[src/rtl/post_st_drain_pkg.sv]
// Shared types for the post-commit store drain: FIFO entry layout and drain FSM states.
package post_st_drain_pkg;

  localparam int unsigned XLEN    = 32;
  localparam int unsigned MASK_W  = 4;
  localparam int unsigned BMASK_W = 4;

  // Entry held in post_st_fifo; bmask != 0 means the store is still under an unresolved branch.
  typedef struct packed {
    logic [XLEN-1:0]    addr;
    logic [XLEN-1:0]    wdata;
    logic [MASK_W-1:0]  wmask;
    logic [BMASK_W-1:0] bmask;
  } mem_pkt_t;

  typedef enum logic [1:0] {
    ST_IDLE,
    ST_REQ,
    ST_WAIT
  } st_drain_state_t;

  // Clear the byte offset so the request addresses the containing word.
  function automatic logic [XLEN-1:0] word_align(input logic [XLEN-1:0] a);
    return a & ~(XLEN'(3));
  endfunction

endpackage

[src/rtl/post_st_drain.sv]
// Drains non-speculative stores from the head of post_st_fifo into the dmem write port,
// one outstanding write at a time, with back-to-back issue on response.
module post_st_drain
  import post_st_drain_pkg::*;
#(
  parameter int unsigned CNT_W = 32
) (
  input  logic              clk,
  input  logic              rst,
  input  mem_pkt_t          fifo_out,
  input  logic              fifo_empty,
  output logic              fifo_ren,
  output logic [XLEN-1:0]   dmem_addr,
  output logic [MASK_W-1:0] dmem_wmask,
  output logic [XLEN-1:0]   dmem_wdata,
  input  logic              dmem_resp,
  output logic              st_inflight,
  output logic [XLEN-1:0]   st_inflight_addr,
  output logic [CNT_W-1:0]  st_drained_cnt,
  output logic [CNT_W-1:0]  st_stall_cnt
);

  st_drain_state_t   r_state;
  st_drain_state_t   w_state_nxt;

  logic [XLEN-1:0]   r_dmem_addr;
  logic [MASK_W-1:0] r_dmem_wmask;
  logic [XLEN-1:0]   r_dmem_wdata;
  logic              r_inflight;
  logic [XLEN-1:0]   r_inflight_addr;
  logic [CNT_W-1:0]  r_drained_cnt;
  logic [CNT_W-1:0]  r_stall_cnt;

  logic              w_eligible;
  logic              w_pop;
  logic              w_clear;
  logic              w_done;
  logic              w_stall;
  logic [XLEN-1:0]   w_head_word_addr;

  // Head may leave the FIFO only when it is resolved; reset blocks any pop.
  assign w_eligible       = !rst && !fifo_empty && (fifo_out.bmask == '0);
  assign w_head_word_addr = word_align(fifo_out.addr);

  // Next-state and per-cycle control decode.
  always_comb begin
    w_state_nxt = r_state;
    w_pop       = 1'b0;
    w_clear     = 1'b0;
    w_done      = 1'b0;
    w_stall     = 1'b0;
    unique case (r_state)
      ST_IDLE: begin
        if (w_eligible) begin
          w_pop       = 1'b1;
          w_state_nxt = ST_REQ;
        end
      end
      ST_REQ, ST_WAIT: begin
        if (r_dmem_wmask == '0) begin
          // Empty byte mask: nothing to write, retire immediately.
          w_done      = 1'b1;
          w_clear     = 1'b1;
          w_state_nxt = ST_IDLE;
        end else if (dmem_resp) begin
          w_done = 1'b1;
          if (w_eligible) begin
            w_pop       = 1'b1;
            w_state_nxt = ST_REQ;
          end else begin
            w_clear     = 1'b1;
            w_state_nxt = ST_IDLE;
          end
        end else begin
          w_stall     = 1'b1;
          w_state_nxt = ST_WAIT;
        end
      end
      default: begin
        w_clear     = 1'b1;
        w_state_nxt = ST_IDLE;
      end
    endcase
  end

  // State register.
  always_ff @(posedge clk) begin
    if (rst) begin
      r_state <= ST_IDLE;
    end else begin
      r_state <= w_state_nxt;
    end
  end

  // Latch the popped head into the request registers; hold them until retired.
  always_ff @(posedge clk) begin
    if (rst) begin
      r_dmem_addr     <= '0;
      r_dmem_wmask    <= '0;
      r_dmem_wdata    <= '0;
      r_inflight      <= 1'b0;
      r_inflight_addr <= '0;
    end else if (w_pop) begin
      r_dmem_addr     <= w_head_word_addr;
      r_dmem_wmask    <= fifo_out.wmask;
      r_dmem_wdata    <= fifo_out.wdata;
      r_inflight      <= (fifo_out.wmask != '0);
      r_inflight_addr <= w_head_word_addr;
    end else if (w_clear) begin
      r_dmem_wmask    <= '0;
      r_inflight      <= 1'b0;
    end
  end

  // Saturating count of retired stores.
  always_ff @(posedge clk) begin
    if (rst) begin
      r_drained_cnt <= '0;
    end else if (w_done && (r_drained_cnt != '1)) begin
      r_drained_cnt <= r_drained_cnt + CNT_W'(1);
    end
  end

  // Saturating count of request cycles that saw no response.
  always_ff @(posedge clk) begin
    if (rst) begin
      r_stall_cnt <= '0;
    end else if (w_stall && (r_stall_cnt != '1)) begin
      r_stall_cnt <= r_stall_cnt + CNT_W'(1);
    end
  end

  assign fifo_ren         = w_pop;
  assign dmem_addr        = r_dmem_addr;
  assign dmem_wmask       = r_dmem_wmask;
  assign dmem_wdata       = r_dmem_wdata;
  assign st_inflight      = r_inflight;
  assign st_inflight_addr = r_inflight_addr;
  assign st_drained_cnt   = r_drained_cnt;
  assign st_stall_cnt     = r_stall_cnt;

endmodule

[config.mk]
export PLATFORM = sky130hd
export DESIGN_NAME = post_st_drain
export DESIGN_NICKNAME = d
export VERILOG_FILES = /design/src/rtl/post_st_drain_pkg.sv /design/src/rtl/post_st_drain.sv
export SDC_FILE = /design/constraint.sdc
export NUM_CORES = 1
export LEC_CHECK = 0
export BUFFER_PORTS_ARGS = -buffer_cell sky130_fd_sc_hd__buf_2
export CAP_MARGIN = 25
export CORE_ASPECT_RATIO = 1.1
export CORE_UTILIZATION = 52
export DETAILED_ROUTE_END_ITERATION = 8
export GPL_ROUTABILITY_DRIVEN = 1
export HOLD_SLACK_MARGIN = 0.06
export PLACE_DENSITY_LB_ADDON = 0.25
export SETUP_SLACK_MARGIN = 0.15
export SLEW_MARGIN = 10
export SYNTH_ARGS = -nofsm -noshare
export SYNTH_HDL_FRONTEND = slang
export SYNTH_SLANG_ARGS = --single-unit
[constraint.sdc]
create_clock -name clk -period 5.1 [get_ports clk]
set_input_delay 0 -clock clk [delete_from_list [all_inputs] [get_ports clk]]
set_output_delay 0 -clock clk [all_outputs]
set_load 0.02 [all_outputs]
==> impl_metrics.csv <==
group,metric,value,unit
clocking,path_clk_slew,0.06,ns
placed_design,port_buffers,235,
routing,routed_wl,17300,um
power,power.total,2.27,mW
setup_path,worst-path-max-fanout,17,
setup_path,arrival,3.12,ns
synth,ys_seq_area_share,44.8,%
routing,first_pass_iters,5,
status,outcome,"completed",
die,initial_core_util,54.0,%
sta,setup_viol_count_final,0,
layout,drive_gt1_share,28.2,%
power,ir_drop,171,uV
routing,drc,0,
sta,hold_viol_final,0,
setup_path,worstSetupPathType,"reg2reg",
synth,synth-edff-count,0,
global_routing,grt_pass1_wl,28000,um
synth,yosysWarningCount,0,
placed_design,placedCellCount,1056,
layout,regArea,2660,um^2
routing,vias_per_cell,5.48,
power,leakage,3.35,nW
routing,vias,6316,
synth,postSynthCellCount,738,
placed_design,routabilityCongestion,0.816,
sta,fin_skew,0.00883,ns
job,cap_violations,0,
worst_hold_path,hp-start,"rst",
synth,synth-async-reset-ratio,0,%
die,die_area,11900,um^2
layout,nNetsFinal,1074,
layout,multi_input_area,2830,um^2
synth,yosysUniqueCellTypes,49,
layout,stdcell_count,1153,
sta,slew_viol_final,0,
global_routing,grt_pass1_vias,5643,
clocking,clockBufferDepth,2,
setup_path,r2r_cells,5,
sta,worst_pin_slew,1.01,ns
setup_path,reg2reg_slack,2.30,ns
setup_path,critPathLaunchType,"register",
clocking,cts_root_buf,"clkbuf_16",
clocking,cts_setup_buffers,0,
clocking,post_cts_resized,0,
global_routing,grt.overflow.total,0,
global_routing,grtUsageTotal,29.1,%
clocking,cts_buffers,17,
die,num_io_pins,242,
sta,rsz0062_at_grt,"false",
layout,diodes,0,
clocking,cts_tree,"built",
synth,synthFlopType,"dfxtp_1",
global_routing,grt_max_degree,80,
synth,ys_ff_latch,133,
placed_design,dp_hpwl,11000,um
sta,finalCritPeriodShare,54.8,%
clocking,hold_buffers,66,
die,coreArea,11000,um^2
power,power_density,278,nW/um^2
layout,fillers,829,
sta,maxSlewHeadroom,32.5,%
die,fp.dieH,114,um
die,dieWidth,104,um
setup_path,rr_startpoint,"st_stall_cnt[5]",
clocking,clock_insertion_delay_worst_skew,0.40,ns
routing,ant_nets,0,
global_routing,antenna_found_initial,0,
sta,tns,0,ns
worst_hold_path,hold_end,"st_stall_cnt[24]",
synth,syn-cell-area,5940,um^2
die,rows,40,
layout,area_growth,37.3,%
synth,synth_area_per_cell,8.05,um^2
clocking,clock_sinks,133,
setup_path,required,5.42,ns
setup_path,r2r-end,"st_stall_cnt[11]",
routing,wire_per_inst,15.0,um
worst_hold_path,hp-class,"in2reg",
sta,clock.fmax,0.358,GHz
worst_hold_path,hold_depth,2,
setup_path,end_kind,"register",
routing,dr.first_iter.drc_count,367,
clocking,cts_htree_levels,4,
sta,finalCriticalPeriod,2.80,ns
## area by class of cell
cell class              instances  share of cell area (%)
flip-flops and latches        133                    32.6
inverters                      14                   0.644
clock buffers                  22                    5.57
well taps                     147                    2.25
repair buffers                306                    23.2
clock inverters                 9                   0.997
multi-input cells             522                    34.7
## cells in the mapped netlist, types with 2 or more instances
master    instances  share of area, %
nand2_1         149               9.4
dfxtp_1         133                45
a21oi_1         110               9.3
buf_4            34               4.3
o21ai_0          32               2.7
clkbuf_1         29               1.8
or3_1            29               3.1
nand4_1          27               2.8
nor2_1           27               1.7
o31ai_1          20               2.5
or4_1            19               2.4
nand3_1          16               1.3
inv_1            13              0.82
nor4_1           11               1.2
and4_1            7               1.0
xor2_1            7               1.0
nand2b_1          6              0.63
nor3_1            6              0.51
a31oi_1           5              0.53
nor2b_1           5              0.53
xnor2_1           5              0.74
buf_1             4              0.25
buf_2             4              0.34
ha_1              4              0.84
mux2_2            4              0.76
a211oi_1          3              0.38
or2_2             3              0.32
a31o_2            2              0.29
and2_1            2              0.21
nand3b_1          2              0.25
o41ai_1           2              0.29
## layer usage
metal  up-vias  track usage, %  part of all wire (%)
li1       3105               -                     -
met1      2902            34.8                    41
met2       249            48.1                    48
met3        60            8.94                   7.4
met4         0            13.8                   3.7
met5         -               0                     0
## worst max-delay path, cell delays in order, from the launching register on
cell and delay, ns:
dfxtp_1 0.43, nand4_1 0.26, or4_1 0.75, o31ai_2 0.90, o21ai_0 0.22, a21oi_1 0.16
## state kept, by name, summed over array words and instances (netlist names)
signal,count
dmem_wdata,32
st_drained_cnt,32
st_stall_cnt,32
st_inflight_addr,30
dmem_wmask,4
r_state,2
st_inflight,1
## logic make-up after synthesis
family	synth area share, %
XOR/XNOR	1.77
AND/OR/NAND/NOR	26.3
AO/OA/AOI/OAI	17.7
multiplexers	0.758
buffers and inverters	7.79
other	0.0631
flip-flops	44.8
adder cells (fa/ha/maj)	0.842
## metrics by stage
step	hold slack [ns]	setup slack (ns)	utilization (%)	instance area (um^2)
finish	0.0993	2.30	74.1	8160
floorplan	0.109	2.71	-	5950
detailed placement	0.223	2.28	63.2	6960
CTS	0.101	2.28	74.1	8160
global placement	0.221	2.39	63.0	6940
global route	0.121	2.10	74.1	8160
## power by group
part           total, mW  internal (mW)  switching, mW
Combinational      0.122         0.0638         0.0582
Clock               1.10          0.677          0.423
Sequential          1.05           1.04        0.00297
## how the worst max path moves through the flow
stage / startpoint / endpoint / slack, ns / cells past startpoint
2_1_floorplan: dmem_wmask[3] / st_drained_cnt[19] / 2.71 / 6
4_1_cts: st_stall_cnt[5] / st_stall_cnt[11] / 2.28 / 5
3_3_place_gp: st_stall_cnt[5] / st_stall_cnt[17] / 2.39 / 5
5_1_grt: st_stall_cnt[5] / st_stall_cnt[11] / 2.10 / 5
3_5_place_dp: st_stall_cnt[5] / st_stall_cnt[11] / 2.28 / 5
6_report: st_stall_cnt[5] / st_stall_cnt[11] / 2.30 / 5
## layout by cell type (no fill, tap or decap), types with 3 or more instances in the layout
cell / netlist / layout
a211oi_1: 3 / 3
a21oi_1: 110 / 110
or4_1: 19 / 19
xnor2_1: 5 / 5
nor2_1: 27 / 27
ha_1: 4 / 4
nand3_1: 16 / 16
xor2_1: 7 / 7
or3_1: 29 / 28
nand2b_1: 6 / 6
nor3_1: 6 / 5
and4_1: 7 / 7
nand4_1: 27 / 27
o21ai_0: 32 / 32
buf_2: 4 / 234
dlygate4sd3_1: 0 / 66
a31oi_1: 5 / 5
inv_1: 13 / 13
clkbuf_16: 0 / 17
nand2_1: 149 / 149
nor2b_1: 5 / 5
mux2_2: 4 / 4
nor4_1: 11 / 11
or2_2: 3 / 3
buf_4: 34 / 5
dfxtp_1: 133 / 133
clkinv_2: 0 / 4
conb_1: 1 / 4
clkinvlp_4: 0 / 3
o31ai_1: 20 / 20
clkbuf_1: 29 / 4
Note: power is estimated with default switching activity, not from simulation.
